<file path="src/rtl/csi_rx_lane_deskew_if.sv">
// Lane-side bus of the CSI-2 lane deskew block.
// Carries unaligned per-lane bytes in and the lane-aligned word out.
interface csi_rx_lane_deskew_if #(
  parameter int NUM_LANE = 4
);
  logic [NUM_LANE-1:0][7:0] word_in;
  logic [NUM_LANE-1:0]      valid_in;
  logic [NUM_LANE-1:0][7:0] word_out;
  logic                     valid_out;

  modport master (
    output word_in,
    output valid_in,
    input  word_out,
    input  valid_out
  );

  modport slave (
    input  word_in,
    input  valid_in,
    output word_out,
    output valid_out
  );
endinterface

</file>
<file path="src/rtl/csi_rx_lane_deskew.sv">
// Multi-lane word deskew for the CSI-2 receive path: measures inter-lane skew at
// packet start, locks a delay tap per lane and reports skew violations.
module csi_rx_lane_deskew #(
  parameter  int NUM_LANE  = 4,
  parameter  int MAX_SKEW  = 3,
  parameter  int ERR_CNT_W = 16,
  localparam int TW        = $clog2(MAX_SKEW + 1)
) (
  input  logic                        byte_clock,
  input  logic                        reset,
  input  logic                        enable,
  input  logic                        packet_done,
  input  logic                        wait_for_sync,
  csi_rx_lane_deskew_if.slave         bus,
  output logic                        packet_done_out,
  output logic [NUM_LANE-1:0][TW-1:0] taps_out,
  output logic                        skew_err,
  output logic [ERR_CNT_W-1:0]        err_cnt
);

  typedef enum logic {
    SEARCH,
    LOCKED
  } state_t;

  state_t state_q;
  state_t state_d;

  // The word line is one stage deeper than the valid history so the word seen on
  // the lock cycle (the header) is still selectable once the state register says LOCKED.
  logic [NUM_LANE-1:0][7:0] word_dly  [1:MAX_SKEW+1];
  logic [NUM_LANE-1:0]      valid_dly [1:MAX_SKEW];

  logic [NUM_LANE-1:0][TW-1:0] taps_q;
  logic [NUM_LANE-1:0][TW-1:0] tap_meas;
  logic [NUM_LANE-1:0]         lane_overrun;
  logic [NUM_LANE-1:0][7:0]    word_sel;
  logic                        run_ok;
  logic                        all_valid;
  logic                        lock_cond;
  logic                        lock_now;
  logic                        violation;

  always_ff @(posedge byte_clock) begin
    word_dly[1]  <= bus.word_in;
    valid_dly[1] <= bus.valid_in;
    for (int k = 2; k <= MAX_SKEW + 1; k++) begin
      word_dly[k] <= word_dly[k-1];
    end
    for (int k = 2; k <= MAX_SKEW; k++) begin
      valid_dly[k] <= valid_dly[k-1];
    end
  end

  // A lane's tap is how long it has already been valid; a lane valid for more than
  // MAX_SKEW cycles without the others joining cannot be compensated.
  always_comb begin
    tap_meas     = '0;
    lane_overrun = '0;
    run_ok       = 1'b1;
    for (int i = 0; i < NUM_LANE; i++) begin
      run_ok = 1'b1;
      for (int k = 1; k <= MAX_SKEW; k++) begin
        run_ok = run_ok & valid_dly[k][i];
        if (run_ok) begin
          tap_meas[i] = TW'(k);
        end
      end
      lane_overrun[i] = bus.valid_in[i] & run_ok;
    end
    if (NUM_LANE == 1) begin
      tap_meas     = '0;
      lane_overrun = '0;
    end
  end

  assign all_valid = &bus.valid_in;
  assign lock_cond = all_valid & wait_for_sync;
  assign violation = (state_q == SEARCH) & ~all_valid & (|lane_overrun);

  assign packet_done_out = ~reset & (packet_done | violation);

  always_ff @(posedge byte_clock) begin
    if (reset) begin
      state_q <= SEARCH;
    end else begin
      state_q <= state_d;
    end
  end

  always_comb begin
    state_d  = state_q;
    lock_now = 1'b0;
    if (enable) begin
      case (state_q)
        SEARCH: begin
          if (lock_cond) begin
            state_d  = LOCKED;
            lock_now = 1'b1;
          end
        end
        LOCKED: begin
          if (packet_done) begin
            state_d = SEARCH;
          end
        end
        default: state_d = SEARCH;
      endcase
    end
  end

  always_ff @(posedge byte_clock) begin
    if (reset) begin
      taps_q   <= '0;
      skew_err <= 1'b0;
      err_cnt  <= '0;
    end else begin
      skew_err <= enable & violation;
      if (lock_now) begin
        taps_q <= tap_meas;
      end
      if (enable && violation && (err_cnt != '1)) begin
        err_cnt <= err_cnt + ERR_CNT_W'(1);
      end
    end
  end

  assign taps_out = taps_q;

  always_comb begin
    word_sel = '0;
    for (int i = 0; i < NUM_LANE; i++) begin
      for (int k = 0; k <= MAX_SKEW; k++) begin
        if (taps_q[i] == TW'(k)) begin
          word_sel[i] = word_dly[k+1][i];
        end
      end
    end
  end

  always_ff @(posedge byte_clock) begin
    if (reset) begin
      bus.word_out  <= '0;
      bus.valid_out <= 1'b0;
    end else begin
      bus.valid_out <= (state_q == LOCKED);
      if (state_q == LOCKED) begin
        bus.word_out <= word_sel;
      end
    end
  end

endmodule
</file>
<file path="src/flat_wrapper.sv">
// flat-port wrapper written by rule: the top's interface ports become plain ports
module csi_rx_lane_deskew_flat 
#(
  parameter  int NUM_LANE  = 4,
  parameter  int MAX_SKEW  = 3,
  parameter  int ERR_CNT_W = 16,
  localparam int TW        = $clog2(MAX_SKEW + 1)
)
  (byte_clock, reset, enable, packet_done, wait_for_sync, packet_done_out, taps_out, skew_err, err_cnt, bus_word_in, bus_valid_in, bus_word_out, bus_valid_out);
  csi_rx_lane_deskew_if #(.NUM_LANE(NUM_LANE)) bus_i ();
  input  logic byte_clock;
  input  logic reset;
  input  logic enable;
  input  logic packet_done;
  input  logic wait_for_sync;
  output logic packet_done_out;
  output logic [NUM_LANE-1:0][TW-1:0] taps_out;
  output logic skew_err;
  output logic [ERR_CNT_W-1:0] err_cnt;
  input wire logic [$bits(bus_i.word_in)-1:0] bus_word_in;
  input wire logic [$bits(bus_i.valid_in)-1:0] bus_valid_in;
  output wire logic [$bits(bus_i.word_out)-1:0] bus_word_out;
  output wire logic [$bits(bus_i.valid_out)-1:0] bus_valid_out;
  assign bus_i.word_in = bus_word_in;
  assign bus_i.valid_in = bus_valid_in;
  assign bus_word_out = bus_i.word_out;
  assign bus_valid_out = bus_i.valid_out;
  csi_rx_lane_deskew #(.NUM_LANE(NUM_LANE), .MAX_SKEW(MAX_SKEW), .ERR_CNT_W(ERR_CNT_W)) u_core (.byte_clock(byte_clock), .reset(reset), .enable(enable), .packet_done(packet_done), .wait_for_sync(wait_for_sync), .bus(bus_i), .packet_done_out(packet_done_out), .taps_out(taps_out), .skew_err(skew_err), .err_cnt(err_cnt));
endmodule
</file>
<file path="config.mk">
export PLATFORM = sky130hd
export DESIGN_NAME = csi_rx_lane_deskew_flat
export DESIGN_NICKNAME = d
export VERILOG_FILES = /design/src/rtl/csi_rx_lane_deskew_if.sv /design/src/rtl/csi_rx_lane_deskew.sv /design/src/flat_wrapper.sv
export SDC_FILE = /design/constraint.sdc
export NUM_CORES = 1
export LEC_CHECK = 0
export BUFFER_PORTS_ARGS = -buffer_cell sky130_fd_sc_hd__buf_2
export CAP_MARGIN = 20
export CORE_MARGIN = 8
export CORE_UTILIZATION = 30
export DETAILED_ROUTE_END_ITERATION = 8
export GPL_TIMING_DRIVEN = 0
export PLACE_DENSITY = 0.53
export SLEW_MARGIN = 20
export SYNTH_ARGS = -nofsm -noshare
export SYNTH_HDL_FRONTEND = slang
export SYNTH_SLANG_ARGS = --single-unit
export TNS_END_PERCENT = 100
</file>
<file path="constraint.sdc">
create_clock -name byte_clock -period 2 [get_ports byte_clock]
set_input_delay 0.2 -clock byte_clock [delete_from_list [all_inputs] [get_ports byte_clock]]
set_output_delay 0.2 -clock byte_clock [all_outputs]
set_load 0.1 [all_outputs]
</file>
==> results of run 1 <==
## sequential cells by signal (all words and copies together) (netlist names)
name and count:
u_core.bus.valid_out 1, u_core.taps_out 8, u_core.err_cnt 16, u_core.skew_err 1, u_core.valid_dly 12, u_core.bus.word_out 32, u_core.state_q 1, u_core.word_dly 128
## layer usage
layer / vias up / track usage / wire, um
li1: 1893 / - / -
met1: 1840 / 0.144 / 6400
met2: 91 / 0.184 / 6250
met3: 11 / 0.0440 / 808
met4: 2 / 0.0323 / 112
met5: - / 0 / 13
## per-stage QoR
stage | worst slack (ns) | power [mW] | utilization | setup TNS [ns]
floorplan | -0.0106 | 4.42 | - | -0.0106
global placement | 0.0198 | 4.52 | 0.346 | 0
detailed placement | 0.0245 | 4.53 | 0.346 | 0
CTS | 0.00161 | 8.07 | 0.394 | 0
global route | -0.00224 | 8.30 | 0.396 | -0.00224
finish | 0.0568 | 7.94 | 0.396 | 0
## area by class of cell
class | instances | area share
Sequential cell | 199 | 0.509
Buffer | 22 | 0.0131
Inverter | 5 | 0.00237
Clock inverter | 14 | 0.0207
Tap cell | 270 | 0.0426
Multi-Input combinational cell | 221 | 0.248
Timing Repair Buffer | 135 | 0.109
Clock buffer | 18 | 0.0554
## worst max-delay path by stage
stage                                           end  slack [ns]  depth (start not counted)
floorplan            u_core.err_cnt[9]$_SDFFE_PP0P_       -0.01                          7
global placement    u_core.err_cnt[10]$_SDFFE_PP0P_        0.02                          7
detailed placement   u_core.err_cnt[9]$_SDFFE_PP0P_        0.02                          7
CTS                 u_core.err_cnt[10]$_SDFFE_PP0P_       0.002                          8
global route                        packet_done_out      -0.002                          7
finish              u_core.err_cnt[11]$_SDFFE_PP0P_        0.06                          7
## logic make-up (layout without fill, tap and decap cells)
family | count (synthesis) | count (layout) | share of synthesized area
AO/OA/AOI/OAI | 33 | 33 | 0.0319
adder cells (fa/ha/maj) | 1 | 1 | 0.00207
buffers and inverters | 27 | 194 | 0.0192
flip-flops | 199 | 199 | 0.659
multiplexers | 71 | 71 | 0.188
AND/OR/NAND/NOR | 116 | 116 | 0.101
## synthesized netlist by cell type, types with 2 or more instances
cell	number
nor3_1	3
dfxtp_1	199
mux2_4	4
o31ai_1	4
mux2_2	3
or3_1	4
nand2b_1	4
and3_1	2
buf_1	4
nor2_1	45
o21ai_0	6
a21oi_1	19
buf_2	6
nand4_1	7
or4_1	3
mux4_2	32
nor4_1	3
clkbuf_1	11
nor3_2	2
nand3_1	12
mux2i_1	32
nand2_1	17
inv_1	5
nor2b_1	5
## timing repair
item / CTS / global route
hold buffers: 36 / 0
endpoints found under the setup margin: 1 / 4
hold endpoints to repair: 36 / 0
pin swaps: 0 / 0
gates resized for setup: 1 / 9
gates cloned: 0 / 0
## power groups by stage
stage	clock network (mW)	logic, mW	registers [mW]
6_report	3.44	0.323	4.18
3_5_place_dp	0	0.267	4.27
5_1_grt	3.75	0.347	4.19
4_1_cts	3.57	0.324	4.18
3_3_place_gp	0	0.262	4.26
2_1_floorplan	0	0.125	4.30
## worst max-delay path: stages
cell and delay, ns:
dlygate4sd3_1 0.55, buf_2 0.14, and4_1 0.20, and2b_2 0.27
o211ai_2 0.21, nor4_2 0.35, mux2_4 0.33
==> impl_metrics.toml, run 1 <==
[power_and_ir_drop]
pwr-share-clk = 0.434
leakage_nw = 3.16
p_int_mw = 6.18
power.share.combinational = 0.041
p_seq_frac = 0.526
irDropWorstVdd_mv = 0.472
switchingPower_mw = 1.77
power_density_nw_per_um2 = 1000
p_sw_frac = 0.222

[detailed_routing]
drc = 0
dr.first_iter.drc_count = 131
wirelength_um = 13600
wl_per_cell_um = 15.4
via_count = 3837
vias_per_cell = 4.34
ant_nets = 0
drt_first_pass_iters = 4

[setup_path]
startpoint = "bus_valid_in[0]"
critPathRequiredTime_ns = 2.31
timing.rr.start = "u_core.err_cnt[4]$_SDFFE_PP0P_"
cp-start-kind = "input pin"
timing.reg2reg.setup_slack_ns = 0.09
worstRegToRegCells = 6
criticalPathCategory = "input pin to flip-flop"
crit_fanout = 6
arrival_ns = 2.25
critPathCaptureType = "flip-flop"
timing.rr.end = "u_core.err_cnt[11]$_SDFFE_PP0P_"

[global_routing]
grt_usage = 0.116
grt_pass1_vias = 4151
grt_pass1_wl_um = 22000
grt_start_max_net_pins = 19
gr-total-overflow = 0
antenna_found_initial = 1

[synth]
synth_ff_type = "dfxtp_1"
synth_edf_count = 0
synth_seq_cells = 199
syn_area_sq_um = 6050
synth_top_area_share = 0.659
synthCells = 447
yosysUniqueCellTypes = 39
synth_fp_nets = 489
synth_top_cell_by_area = "dfxtp_1"
ys_seq_area_frac = 0.659
yosys_warnings = 0
netlist_top_cells_area = "dfxtp_1, mux4_2, mux2i_1"
synth_async_sr_flop_share = 0
syn_avg_cell_area_sq_um = 13.5

[finish]
multi_input_area_sq_um = 1970
area_growth_pct = 31.1
final_cell_count_no_fill = 884
final_area_sq_um = 7930
seq_area_sq_um = 4040
finish.net_count = 643
n_antenna_cell = 0
final_common_cell = "dfxtp_1"
fillers = 1941
final_cell_mix = "dfxtp_1, buf_2, nor2_1, dlygate4sd3_1"
drive_above_1_share = 0.345

[timing]
hold_slack_ns = 0.0827
fin_crit_sh = 0.972
fin_crit_ns = 1.94
tightest_slew_ns = 0.930
hold_violations = 0
clock.fmax_ghz = 0.515
slew_headroom = 0.380
finalMaxSlewViolations = 0
fin_skew_ns = 0.00931
setup_viol = 0

[clocking]
cts_buffer_depth = 2
cts_tree = "built"
clk_pin_slew_worst_paths_ns = 0.07
cts_made_buffers = 17
cts_post_setup_buffers_inserted = 0
clkLatencyLatePin_ns = 0.42
root_buffer = "clkbuf_16"
htree_num_levels = 4
cts_sinks = 199

[worst_hold_path]
hold_path_class = "input pin to flip-flop"
hold_depth = 4
holdPathEnd = "u_core.state_q$_SDFFE_PP0P_"
min_from = "enable"

[place]
placed_cell_area_sq_um = 6940
port_buffers = 99
dp_hpwl_um = 9370
dp.cells = 816
place_congestion = 0.756

[die]
core_sq_um = 20000
design.portCount = 100
fp.dieW_um = 158
start_util = 0.302
rows = 52
die_h_um = 158
die_area_sq_um = 25000

[run_status]
outcome = "finished, final reports clean"

[flow_run]
maxCapViolations = 0
Note: power is estimated with default switching activity, not from simulation.
==> run 2: changes to the inputs <==
- ABC_AREA: not set -> 1
==> impl_metrics.toml, run 2 <==
[timing]
fin_crit_sh = 0.926
fin_skew_ns = 0.00673
slew_headroom = 0.535
clock.fmax_ghz = 0.540
final.setup.tns_ns = 0
tightest_slew_ns = 0.697
finalMaxSlewViolations = 0
layout_setup_ws_ns = 0.148
hold_violations = 0
setup_viol = 0
rsz0062_at_grt = "false"
hold_slack_ns = 0.102
fin_crit_ns = 1.85

[global_routing]
grt_start_max_net_pins = 19
grt_usage = 0.124
grt_pass1_wl_um = 24700
antenna_found_initial = 2
gr-total-overflow = 0
grt_pass1_vias = 4686

[synth]
yosys-top-cells-count = "dfxtp_1, nand2_1, nor2_1, nand3_1, o21ai_0"
synth_ff_type = "dfxtp_1"
syn_area_sq_um = 6110
synth_edf_count = 0
synth_async_sr_flop_share = 0
yosysUniqueCellTypes = 27
synth_seq_cells = 199
synth_top_cell_by_area = "dfxtp_1"
synth_top_area_share = 0.652
netlist_top_cells_area = "dfxtp_1, nand2_1, nor2_1"
synthCells = 650
yosys_warnings = 0
ys_seq_area_frac = 0.652
synth.most_common_cell = "dfxtp_1"
synth_fp_nets = 692
syn_avg_cell_area_sq_um = 9.41

[finish]
largest_register_ffs = 128
largest_register = "u_core.word_dly"
reg.largest.list = "u_core.word_dly (128), u_core.bus.word_out (32), u_core.err_cnt (16)"
finish.net_count = 846
drive_above_1_share = 0.190
final_cell_mix = "dfxtp_1, nand2_1, buf_2, nor2_1, nand3_1"
area_growth_pct = 29.0
final_cell_count_no_fill = 1086
final_common_cell = "dfxtp_1"

[clocking]
htree_num_levels = 4
clkLatencyLatePin_ns = 0.43
clk_pin_slew_worst_paths_ns = 0.07
root_buffer = "clkbuf_16"
cts_sinks = 199
cts_tree = "built"
cts_made_buffers = 17
cts_buffer_depth = 2

[detailed_routing]
drc = 0
drt_first_pass_iters = 4
vias_per_cell = 4.32
ant_nets = 0
via_count = 4687
wirelength_um = 15200
wl_per_cell_um = 14.0
dr.first_iter.drc_count = 201

[setup_path]
cp_cell_sequence = "nand2_1 -> nor2_1 -> nor2_1 -> nand2_2 -> a21oi_2 -> nor2_2 -> clkbuf_4"
crit_buf_inv = 1
worst_path_most_repeated_cell = "nor2_1"
crit_fanout = 3
slowest_delay_ns = 0.32
critPathRequiredTime_ns = 1.80
critPathSlowestCell = "dfxtp_1"
cp_top_family = "simple AND/OR/NAND/NOR gates"
critPathCaptureType = "output port"
arrival_ns = 1.65
cp-start-kind = "flip-flop"
criticalPathCategory = "flip-flop to output port"

[place]
place_congestion = 0.818
port_buffers = 99
dp_hpwl_um = 10600
place_ws_ns = 0.401
dp.cells = 1019

[die]
core_sq_um = 20100
start_util = 0.304
design.portCount = 100
rows = 52
die_h_um = 159
fp.dieW_um = 159
die_area_sq_um = 25200

[run_status]
outcome = "finished, final reports clean"

[power_and_ir_drop]
pwr-share-clk = 0.408
leakage_nw = 3.54
power.share.combinational = 0.072
p_int_mw = 6.06
switchingPower_mw = 2.07
irDropWorstVdd_mv = 0.582
p_seq_frac = 0.521
power_density_nw_per_um2 = 1030
p_sw_frac = 0.255

[flow_run]
maxCapViolations = 0

[worst_hold_path]
hold_path_class = "input pin to flip-flop"
## run 2: changes by cell type after synthesis, sizes merged, moves of 27 or more
| cell | change |
|---|---|
| mux2i | -32 |
| nand2 | +141 |
| mux4 | -32 |
| nand3 | +34 |
| inv | +27 |
| o21ai | +36 |
## run 2: path summary, 6_finish.rpt
path                                        start                              endpoint  slack [ns]  cells past startpoint
setup / recovery   u_core.valid_dly[0][5]$_DFF_P_                       packet_done_out        0.15                      7
hold / removal                              reset        u_core.err_cnt[3]$_SDFFE_PP0P_        0.10                      2
hold reg to reg   u_core.word_dly[0][127]$_DFF_P_       u_core.word_dly[0][159]$_DFF_P_        0.35                      0
setup reg to reg  u_core.taps_out[3]$_SDFFE_PP0P_  u_core.bus.word_out[11]$_SDFFE_PP0P_        0.44                      6
## run 2: final cells by class
type | count | area, sq um
fillers | 2027 | 12200
flip-flops and latches | 199 | 3990
multi-input cells | 400 | 1910
repair buffers | 135 | 858
clock buffers | 17 | 425
well taps | 270 | 338
clock inverters | 13 | 140
inverters | 33 | 124
plain buffers | 18 | 98.8
diodes | 1 | 2.50
## run 2: per-stage QoR
| step | instance area (sq um) | utilization | total power, mW |
|---|---|---|---|
| global route | 7890 | 0.392 | 8.47 |
| floorplan | 6120 | - | 4.71 |
| CTS | 7880 | 0.392 | 8.25 |
| global placement | 6950 | 0.346 | 4.85 |
| detailed placement | 6950 | 0.346 | 4.86 |
| finish | 7890 | 0.392 | 8.14 |
## run 2: cell families (layout without fill, tap and decap cells)
| logic type | after synthesis | count (layout) | synth area share |
|---|---|---|---|
| AND/OR/NAND/NOR | 282 | 282 | 0.194 |
| flip-flops | 199 | 199 | 0.652 |
| AO/OA/AOI/OAI | 103 | 103 | 0.0962 |
| buffers and inverters | 51 | 216 | 0.0364 |
| XOR/XNOR | 14 | 14 | 0.0201 |
| adder cells (fa/ha/maj) | 1 | 1 | 0.00205 |
| other | 0 | 1 | 0 |
## run 2: worst register-to-register path: cells and delay by family, from the launching register on
family / cells / cell delay (ns)
AO/OA/AOI/OAI: 1 / 0.12
buffers and inverters: 1 / 0.20
flip-flops: 1 / 0.43
AND/OR/NAND/NOR: 4 / 0.73
## run 2: repair_timing
item / CTS / global route
hold buffers: 36 / 0
hold endpoints to repair: 36 / 0
setup buffers: 0 / 0
endpoints found under the setup margin: 0 / 1
gates resized for setup: 0 / 2
## run 2: power groups by stage
stage	Sequential [mW]	Combinational, mW	Clock (mW)
global placement	4.32	0.529	0
floorplan	4.53	0.180	0
detailed placement	4.33	0.531	0
CTS	4.24	0.587	3.43
global route	4.26	0.634	3.58
finish	4.24	0.584	3.32
## run 2: layer usage
| layer | global-route usage | up-vias | wire length [um] |
|---|---|---|---|
| li1 | - | 2453 | - |
| met2 | 0.192 | 103 | 6710 |
| met1 | 0.155 | 2104 | 7360 |
| met4 | 0.0455 | 4 | 259 |
| met3 | 0.0447 | 23 | 838 |
| met5 | 0 | - | 18 |
